### src/rtl/seg_pkg.sv
// seg_pkg: shared constants and state encoding for the seven-segment serial transmitter
package seg_pkg;
  localparam int SEG_WIDTH = 64;
  localparam int SEG_DIV = 2;
  localparam int SEG_BITS_W = 7;
  typedef enum logic [2:0] {IDLE, SHIFT_LO, SHIFT_HI, LATCH, DONE} seg_state_t;
endpackage

### src/rtl/seg_txt_shifter_tick_gen.sv
// seg_tick_gen: DIV-cycle phase counter; tick is high in the last cycle of each phase, restart re-arms it at phase entry
module seg_tick_gen
  import seg_pkg::*;
#(
  parameter int DIV = SEG_DIV
) (
  input  logic clk,
  input  logic rst,
  input  logic restart,
  output logic tick
);
  localparam int CW = DIV > 1 ? $clog2(DIV) : 1;
  logic [CW-1:0] cnt;
  always_ff @(posedge clk or posedge rst)
    if (rst) cnt <= '0;
    else cnt <= restart ? '0 : cnt + CW'(1);
  assign tick = cnt == CW'(DIV - 1);
endmodule

### src/rtl/seg_txt_shifter.sv
// seg_txt_shifter: shifts a 64-bit segment image MSB-first into the display's serial register chain, then pulses the latch
module seg_txt_shifter
  import seg_pkg::*;
#(
  parameter int DIV = SEG_DIV,
  parameter int WIDTH = SEG_WIDTH
) (
  input  logic             clk,
  input  logic             rst,
  input  logic             start,
  input  logic [WIDTH-1:0] seg_txt,
  output logic             seg_clk,
  output logic             seg_sout,
  output logic             seg_clrn,
  output logic             seg_pen,
  output logic             busy,
  output logic             done
);
  seg_state_t state;
  logic [WIDTH-1:0] sr;
  logic [SEG_BITS_W-1:0] bits;
  logic tick;
  logic restart;
  assign restart = state == IDLE || state == DONE || tick;
  seg_tick_gen #(.DIV(DIV)) u_tick (
    .clk(clk),
    .rst(rst),
    .restart(restart),
    .tick(tick)
  );
  always_ff @(posedge clk or posedge rst)
    if (rst) begin
      state <= IDLE;
      sr <= '0;
      bits <= '0;
      seg_clk <= 1'b0;
      seg_sout <= 1'b0;
      seg_clrn <= 1'b0;
      seg_pen <= 1'b0;
      busy <= 1'b0;
      done <= 1'b0;
    end else begin
      seg_clrn <= 1'b1;
      case (state)
        IDLE, DONE: begin
          done <= 1'b0;
          if (start) begin
            sr <= seg_txt;
            bits <= SEG_BITS_W'(WIDTH);
            seg_sout <= seg_txt[WIDTH-1];
            busy <= 1'b1;
            state <= SHIFT_LO;
          end else state <= IDLE;
        end
        SHIFT_LO: if (tick) begin
          seg_clk <= 1'b1;
          state <= SHIFT_HI;
        end
        SHIFT_HI: if (tick) begin
          seg_clk <= 1'b0;
          bits <= bits - SEG_BITS_W'(1);
          if (bits != SEG_BITS_W'(1)) begin
            sr <= sr << 1;
            seg_sout <= sr[WIDTH-2];
            state <= SHIFT_LO;
          end else begin
            seg_pen <= 1'b1;
            state <= LATCH;
          end
        end
        LATCH: if (tick) begin
          seg_pen <= 1'b0;
          busy <= 1'b0;
          done <= 1'b1;
          state <= DONE;
        end
        default: state <= IDLE;
      endcase
    end
endmodule

### config.mk
export PLATFORM = sky130hd
export DESIGN_NAME = seg_txt_shifter
export DESIGN_NICKNAME = d
export VERILOG_FILES = /design/src/rtl/seg_pkg.sv /design/src/rtl/seg_txt_shifter_tick_gen.sv /design/src/rtl/seg_txt_shifter.sv
export SDC_FILE = /design/constraint.sdc
export NUM_CORES = 1
export LEC_CHECK = 0
export CAP_MARGIN = 40
export CORE_ASPECT_RATIO = 2
export CORE_MARGIN = 4
export CORE_UTILIZATION = 38
export CTS_CLUSTER_DIAMETER = 60
export DETAILED_ROUTE_END_ITERATION = 7
export GPL_TIMING_DRIVEN = 0
export PLACE_DENSITY = 0.64
export SLEW_MARGIN = 20
export SYNTH_ARGS = -nofsm -noshare
export SYNTH_HDL_FRONTEND = slang
export SYNTH_SLANG_ARGS = --single-unit
### constraint.sdc
create_clock -name clk -period 3.8 [get_ports clk]
set_input_delay 0.76 -clock clk [delete_from_list [all_inputs] [get_ports clk]]
set_output_delay 0.76 -clock clk [all_outputs]
set_load 0.02 [all_outputs]
==> After elaboration in Yosys (flattened, before gate mapping) <==
Index checks and enable logic that the tools add are counted.
{ "classes": {"n_addsub": 2, "mul": 0, "div": 0, "order_cmp": 0, "n_eq_ne": 11, "shifts": 0, "muxes": 27, "n_bitwise": 0, "reduce_logical": 15} }
{ "op_table": {"columns": ["cell", "n"], "rows": [
  ["63-bit 2-to-1 mux", 3],
  ["63-bit one-hot mux with 2 select lines", 1],
  ["7-bit 2-to-1 mux", 2],
  ["7-bit one-hot mux with 2 select lines", 1],
  ["3-bit one-hot mux with 4 select lines", 1],
  ["3-bit AND reduction", 4],
  ["1-bit 2-to-1 mux", 10],
  ["1-bit one-hot mux with 2 select lines", 5],
  ["3-bit 2-to-1 mux", 3],
  ["4-bit AND reduction", 2],
  ["2-bit nonzero test", 4],
  ["7-bit by 1-bit inequality test with 1-bit output, second input constant", 1],
  ["7-bit by 1-bit subtractor with 7-bit output, second input constant", 1],
  ["3-bit by 2-bit equality test with 1-bit output, second input constant", 2],
  ["2-bit by 1-bit inequality test with 1-bit output, second input constant", 3],
  ["2-bit inequality test, second input constant", 3],
  ["3-bit by 1-bit equality test with 1-bit output, second input constant", 1],
  ["3-bit equality test, second input constant", 1],
  ["3-bit logical NOT", 1],
  ["1-bit logical OR", 2],
  ["2-bit 2-to-1 mux", 1],
  ["2-bit AND reduction", 1],
  ["2-bit OR reduction", 1],
  ["1-bit adder, second input constant", 1]
]} }
{ "totals": {"reg_bits": 80, "latch_bits": 0, "ramBits": 0, "rom_bits": 0, "in_bits": 67, "output_inout_bits": 6, "elab_cells": 65, "n_memories": 0} }

==> Logic depth before layout (Yosys ltp) <==
Gate-level depths: netlist of the first run.
{ "logic_depth": {"word_depth": 4, "depth_mapped": 6, "mapped_depth_nobuf": 5} }

==> Modules after synthesis <==
Synthesis of the first run repeated with hierarchy kept, for this count alone.
{ "hier_totals": {"hier_cells": 286, "hier_area_um2": 3938.8} }
{ "by_module_without_submodules": {"columns": ["module", "instances", "cells_each", "area_per_inst_um2", "seq_area_each_um2"], "rows": [
  ["seg_txt_shifter", 1, 283, 3906.2, 1976.9],
  ["seg_tick_gen", 1, 3, 32.5, 25.0]
]} }

==> Worst setup path before layout of the first run <==
Ideal clock, no wire load.
{ "synth_timing": {"path_type": "input to register", "start": "input start", "end": "register bits[4]", "setup_time_ns": 0.077, "arrival_ns": 1.845, "t_required_ns": 3.723, "setup_slack_ns": 1.877, "cell_stages": 5, "path_buffers": 1, "path_cell_list": "nor3b_2 buf_2 o21ai_1 or4_1 a21oi_1"} }
{ "synth_via": {"elab_chain_cells": 2} }
{ "synth_lines": {"columns": ["item", "line_no", "text"], "rows": [
  ["from (decl)", "seg_txt_shifter.sv:10", "input logic start,"],
  ["2-bit inequality test (no source line)", null, null],
  ["3-bit AND reduction (no source line)", null, null],
  ["to (signal assigned)", "seg_txt_shifter.sv:49", "bits <= SEG_BITS_W'(WIDTH);"],
  ["to (signal assigned)", "seg_txt_shifter.sv:61", "bits <= bits - SEG_BITS_W'(1);"],
  ["to (decl)", "seg_txt_shifter.sv:21", "logic [SEG_BITS_W-1:0] bits;"]
]} }
Every way passes these cells.
A chain may end at the register's enable or synchronous reset.

==> Worst setup path in the final report of the first run <==
Ends and elaborated chain as after synthesis.

==> results.py, run 1 <==
metrics = {
    "power": {
        "p_int_mw": 2.91,
        "p_leak_nw": 2.13,
        "peakVddDrop_mv": 0.391,
        "powerDensity_nw_per_um2": 803,
        "power.switching_mw": 1.22,
        "comb_power_share_pct": 41.3,
        "swShare_pct": 29.6,
        "p_clk_share_pct": 22.2,
        "pwr-share-seq_pct": 36.5,
    },
    "sta": {
        "fmax_mhz": 434,
        "relSlewSlack_pct": 60.6,
        "tns_ns": 0,
        "slew_violations": 0,
        "worst_pin_slew_ns": 0.590,
        "setup_viol": 0,
        "fin_crit_sh_pct": 60.6,
        "finClkSkew_ns": 0.00579,
        "grt_setup_unrepaired": "false",
        "min_period_ns": 2.30,
        "finalHoldViolCount": 0,
    },
    "floorplan": {
        "fp.dieW_um": 79.7,
        "start_util_pct": 38.7,
        "io_pins": 73,
        "rows": 52,
        "die_y_um": 151,
        "die_area_sq_um": 12100,
        "coreArea_sq_um": 10100,
    },
    "clock_tree": {
        "cts_tree": "done",
        "cts_sinks": 80,
        "ctsResizeCount": 0,
        "worstSkewPairLatency_ns": 0.33,
        "htreeDepth": 3,
        "post-cts-setup-buffers": 0,
        "clockBufferDepth": 2,
        "root_buffer": "clkbuf_16",
        "hold_buffers": 0,
        "cts.clk_slew.worst_paths_ns": 0.06,
        "cts_buffers": 9,
    },
    "setup_path": {
        "regToRegSetupSlack_ns": 1.60,
        "path_max_fanout": 10,
        "slowest_stage": "clkdlybuf4s50_1",
        "cp.depth": 6,
        "cp-start-kind": "input port",
        "crit_type": "in -> reg",
        "r2r_cells": 5,
        "cp_top_family": "buffers and inverters",
        "critPathLaunch": "start",
        "required_ns": 4.06,
        "critPathBufInv": 2,
        "r2r-start": "bits[2]",
        "worstSetupEndpointType": "register",
        "arrival_ns": 2.56,
        "max_stage_delay_ns": 0.53,
        "timing.rr.end": "sr[29]",
        "path_cells": "clkdlybuf4s50_1 -> nor3b_2 -> buf_2 -> o21ai_1 -> or4_1 -> a21oi_1",
    },
    "global_routing": {
        "grt_start_max_net_pins": 52,
        "grt_pass1_wl_um": 12300,
        "grt_pass1_vias": 2690,
        "grt_usage_pct": 13.2,
        "antenna_found_initial": 0,
        "grt_remaining_overflow": 0,
    },
    "cells_and_area": {
        "fin_area_sq_um": 5140,
        "nNetsFinal": 438,
        "final_common_cell": "mux2_2",
        "drive_gt1_share_pct": 40.6,
        "most-common-layout-cells": "mux2_2, dfrtp_1, clkdlybuf4s50_1, nor2_1, clkbuf_16",
        "area_delta_synth_final_pct": 31.8,
        "antenna_cells": 0,
    },
    "routing": {
        "first_iter_violations": 74,
        "vias": 2470,
        "wl_met3_um": 349,
        "wl_met1_um": 2810,
        "routed.top_layer": "met4",
        "routed_via_density": 4.85,
        "drc": 0,
        "antenna_violating_nets_post_route": 0,
        "finalWirelength_um": 7450,
        "wl_per_cell_um": 14.6,
        "first_pass_iters": 3,
        "wl_met2_um": 4140,
    },
    "yosys": {
        "ys_seq_area_share_pct": 51.3,
        "ys_types": 34,
        "ys_warn_count": 0,
        "synthCells": 285,
        "avgSynthCellArea_sq_um": 13.7,
        "ys_ff_latch": 80,
        "synth_fp_nets": 354,
        "netlist_area_sq_um": 3900,
    },
    "placement": {
        "io_buffers": 72,
        "postPlaceCellArea_sq_um": 4820,
        "dp_hpwl_um": 5590,
        "gp_congestion": 0.711,
    },
    "worst_hold_path": {
        "min_from": "busy",
        "hp-class": "reg -> reg",
        "whs_path_depth": 1,
        "min_to": "busy",
    },
    "run": {
        "max_cap_violations": 0,
    },
    "status": {
        "status": "complete, no violations",
    },
}
## metal layers
layer / GRT usage, % / vias up
met1: 13.4 / 1233
met2: 24.2 / 43
li1: - / 1183
met3: 3.93 / 11
met5: 0 / -
met4: 6.20 / 0
## area by class of cell
| class | instances | area (sq um) |
|---|---|---|
| fill | 914 | 4940 |
| tap | 135 | 169 |
| buffer | 16 | 96.3 |
| inverter | 6 | 25.0 |
| sequential | 80 | 2000 |
| timing repair buffer | 73 | 748 |
| multi-input combinational | 183 | 1780 |
| clock inverter | 6 | 82.6 |
| clock buffer | 10 | 239 |
## power groups by stage
stage,logic [mW],registers (mW),clock network (mW)
global route,1.89,1.56,0.980
detailed placement,1.74,1.52,0
finish,1.71,1.51,0.918
CTS,1.75,1.51,0.948
global placement,1.70,1.50,0
floorplan,1.37,1.48,0
## logic make-up after synthesis
kind of cell	share of synthesized area, %
buffers and inverters	3.04
XOR/XNOR	0.673
flip-flops	51.3
AND/OR/NAND/NOR	4.10
adder cells (fa/ha/maj)	0.641
AO/OA/AOI/OAI	3.81
multiplexers	36.3
other	0.0961
## state kept, by name (all words and copies together), names as in the netlist
name	flops
bits	7
busy	1
done	1
seg_clk	1
seg_clrn	1
seg_pen	1
seg_sout	1
sr	63
state	3
u_tick.tick	1
## worst max path at each step
stage,end,slack (ns)
2_1_floorplan,bits[0],0.99
3_3_place_gp,sr[8],-0.43
3_5_place_dp,bits[4],1.13
4_1_cts,bits[4],1.48
5_1_grt,bits[4],1.42
6_report,bits[4],1.50
## cells in the mapped netlist
| master | number | area, sq um |
|---|---|---|
| buf_6 | 3 | 33.8 |
| o2111ai_1 | 1 | 8.76 |
| nor3b_1 | 1 | 7.51 |
| a21oi_4 | 1 | 16.3 |
| o211a_1 | 1 | 10.0 |
| o21a_1 | 1 | 7.51 |
| nand3b_1 | 1 | 7.51 |
| or4_1 | 1 | 7.51 |
| mux2_1 | 4 | 45.0 |
| nor2_1 | 9 | 33.8 |
| nand2_1 | 7 | 26.3 |
| clkbuf_1 | 8 | 30.0 |
| a21o_1 | 3 | 22.5 |
| buf_4 | 3 | 22.5 |
| and4bb_2 | 1 | 12.5 |
| inv_1 | 6 | 22.5 |
| mux2_2 | 122 | 1370 |
| xor2_1 | 3 | 26.3 |
| ha_1 | 2 | 25.0 |
| buf_2 | 2 | 10.0 |
| dfrtp_1 | 80 | 2000 |
| o21ai_0 | 7 | 35.0 |
| nor2b_1 | 1 | 6.26 |
| conb_1 | 1 | 3.75 |
| o31ai_1 | 1 | 7.51 |
| o22ai_1 | 1 | 6.26 |
| nor3_1 | 4 | 20.0 |
| a21oi_1 | 4 | 20.0 |
| o21ai_1 | 1 | 5.00 |
| or3b_1 | 1 | 8.76 |
| nor4_2 | 1 | 12.5 |
| nor3b_2 | 1 | 12.5 |
| a32o_1 | 1 | 10.0 |
| nand3_1 | 1 | 5.00 |
## metrics by stage
| stage | setup slack, ns | utilization (%) | power (mW) | hold WS [ns] | instances |
|---|---|---|---|---|---|
| 2_1_floorplan | 0.988 | - | 2.85 | 0.459 | 285 |
| 3_3_place_gp | -0.433 | 47.5 | 3.20 | 0.464 | 492 |
| 3_5_place_dp | 1.13 | 47.8 | 3.27 | 0.482 | 493 |
| 4_1_cts | 1.48 | 51.0 | 4.20 | 0.496 | 509 |
| 5_1_grt | 1.42 | 51.0 | 4.43 | 0.510 | 509 |
| 6_report | 1.50 | 51.0 | 4.13 | 0.483 | 509 |
Note: power is estimated with default switching activity, not from simulation.
==> inputs of run 2 (changes only) <==
--- a/config.mk
+++ b/config.mk
@@ -12,7 +12,7 @@
 export CTS_CLUSTER_DIAMETER = 60
 export DETAILED_ROUTE_END_ITERATION = 7
 export GPL_TIMING_DRIVEN = 0
-export PLACE_DENSITY = 0.64
+export PLACE_DENSITY = 0.67
 export SLEW_MARGIN = 20
 export SYNTH_ARGS = -nofsm -noshare
 export SYNTH_HDL_FRONTEND = slang
==> constraint.sdc (replaced) <==
create_clock -name clk -period 2.1 [get_ports clk]
set_input_delay 0.42 -clock clk [delete_from_list [all_inputs] [get_ports clk]]
set_output_delay 0.42 -clock clk [all_outputs]
set_load 0.02 [all_outputs]
==> run 2 against run 1 <==
Compared with the run above:
- clock-buffer cell count grew 3
- cell count grew 0.79%
- via count rose by 0.73%
- utilization rose by 0.35 points
- sequential cell count unchanged
- critical path type is now reg -> reg
==> results.py, run 2 (synthesis gave the netlist of run 1 again) <==
metrics = {
    "floorplan": {
        "fp.dieW_um": 79.7,
        "rows": 52,
        "die_y_um": 151,
        "io_pins": 73,
        "coreArea_sq_um": 10100,
        "start_util_pct": 38.7,
        "die_area_sq_um": 12100,
    },
    "global_routing": {
        "grt_pass1_vias": 2654,
        "grt_usage_pct": 12.9,
        "grt_remaining_overflow": 0,
        "grt_pass1_wl_um": 11900,
        "grt_start_max_net_pins": 31,
        "antenna_found_initial": 0,
    },
    "power": {
        "power_mw": 7.44,
        "power.switching_mw": 2.19,
        "p_int_mw": 5.25,
        "pwr-share-seq_pct": 36.5,
        "comb_power_share_pct": 42.4,
        "peakVddDrop_mv": 0.628,
        "powerDensity_nw_per_um2": 1440,
        "p_leak_nw": 2.16,
        "swShare_pct": 29.4,
        "p_clk_share_pct": 21.0,
    },
    "sta": {
        "fmax_mhz": 518,
        "worst_pin_slew_ns": 0.644,
        "finalHoldViolCount": 0,
        "hold_slack_ns": 0.485,
        "setup_ws_ns": 0.169,
        "tns_ns": 0,
        "relSlewSlack_pct": 57.0,
        "slew_violations": 0,
        "setup_viol": 0,
        "finClkSkew_ns": 0.00628,
        "grt_setup_unrepaired": "false",
        "fin_crit_sh_pct": 91.9,
        "min_period_ns": 1.93,
    },
    "clock_tree": {
        "clockBufferDepth": 2,
        "htreeDepth": 3,
        "cts.clk_slew.worst_paths_ns": 0.06,
        "root_buffer": "clkbuf_16",
        "cts_tree": "done",
        "cts_buffers": 9,
        "hold_buffers": 0,
        "cts_sinks": 80,
        "worstSkewPairLatency_ns": 0.33,
    },
    "setup_path": {
        "worstSetupEndpointType": "register",
        "crit_end": "sr[57]",
        "path_max_fanout": 10,
        "slowest_stage": "dfrtp_1",
        "cp-start-kind": "register",
        "regToRegSetupSlack_ns": 0.17,
        "cp.depth": 5,
        "timing.rr.end": "sr[57]",
        "r2r-start": "state[2]",
        "critPathLaunch": "state[2]",
        "max_stage_delay_ns": 0.43,
        "critPathBufInv": 2,
        "path_cells": "nor3b_1 -> buf_2 -> clkbuf_2 -> mux2_2 -> mux2_1",
        "crit_type": "reg -> reg",
        "arrival_ns": 2.15,
        "cp_top_family": "multiplexers",
        "required_ns": 2.31,
        "r2r_cells": 5,
    },
    "placement": {
        "dp_cells": 494,
        "io_buffers": 72,
        "dp_hpwl_um": 5440,
        "place_ws_ns": -0.194,
        "postPlaceCellArea_sq_um": 4840,
        "gp_congestion": 0.720,
    },
    "routing": {
        "vias": 2488,
        "finalWirelength_um": 7260,
        "routed_via_density": 4.85,
        "antenna_violating_nets_post_route": 0,
        "first_pass_iters": 3,
        "drc": 0,
        "first_iter_violations": 58,
        "wl_per_cell_um": 14.2,
    },
    "cells_and_area": {
        "regMostFlops": "sr",
        "most-common-layout-cells": "mux2_2, dfrtp_1, clkdlybuf4s50_1, nor2_1, clkbuf_16",
        "drive_gt1_share_pct": 42.3,
        "area_delta_synth_final_pct": 32.7,
        "largest_reg_flops": 63,
        "stdcell_count": 513,
        "final_common_cell": "mux2_2",
        "fin_area_sq_um": 5180,
        "antenna_cells": 0,
        "nNetsFinal": 442,
        "fin_util_pct": 51.4,
        "reg_top3": "sr: 63 flops, bits: 7 flops, state: 3 flops",
        "n_fill_cell": 904,
    },
    "worst_hold_path": {
        "hp-class": "reg -> reg",
    },
    "run": {
        "max_cap_violations": 0,
    },
    "status": {
        "status": "complete, no violations",
    },
}
==> run 2: power groups by stage <==
stage	Combinational (mW)	Clock (mW)	Sequential, mW
3_3_place_gp	3.07	0	2.72
3_5_place_dp	3.15	0	2.75
5_1_grt	3.47	1.69	2.81
4_1_cts	3.24	1.62	2.72
2_1_floorplan	2.48	0	2.68
6_report	3.16	1.57	2.72
==> run 2: what timing repair did <==
item                                    4_1_cts  5_1_grt
pin swaps                                     2        1
resized for setup                             6        0
endpoints found under the setup margin       60       60
buffers inserted                              2        1
==> run 2: layer usage <==
layer / up-vias / share of wire, % / global-route usage (%)
li1: 1194 / - / -
met1: 1236 / 38 / 13.0
met2: 44 / 55 / 23.4
met3: 14 / 4.5 / 3.51
met4: 0 / 2.7 / 6.97
met5: - / 0 / 0
==> run 2: worst min-delay path by stage <==
stage | slack, ns | from | endpoint | depth (start not counted)
after floorplan | 0.46 | sr[22] | sr[22] | 1
after global placement | 0.47 | busy | busy | 1
after detailed placement | 0.48 | busy | busy | 1
after CTS | 0.49 | busy | busy | 1
after global routing | 0.51 | sr[23] | sr[23] | 1
final | 0.48 | busy | busy | 1
==> run 2: layout make-up <==
class	instances	area [sq um]	share of cell area, %
Multi-Input combinational cell	183	1780	34.4
Sequential cell	80	2000	38.6
Clock buffer	13	260	5.02
Buffer	16	104	2.00
Clock inverter	3	40.0	0.773
Tap cell	135	169	3.26
Inverter	6	26.3	0.507
Timing Repair Buffer	77	796	15.4
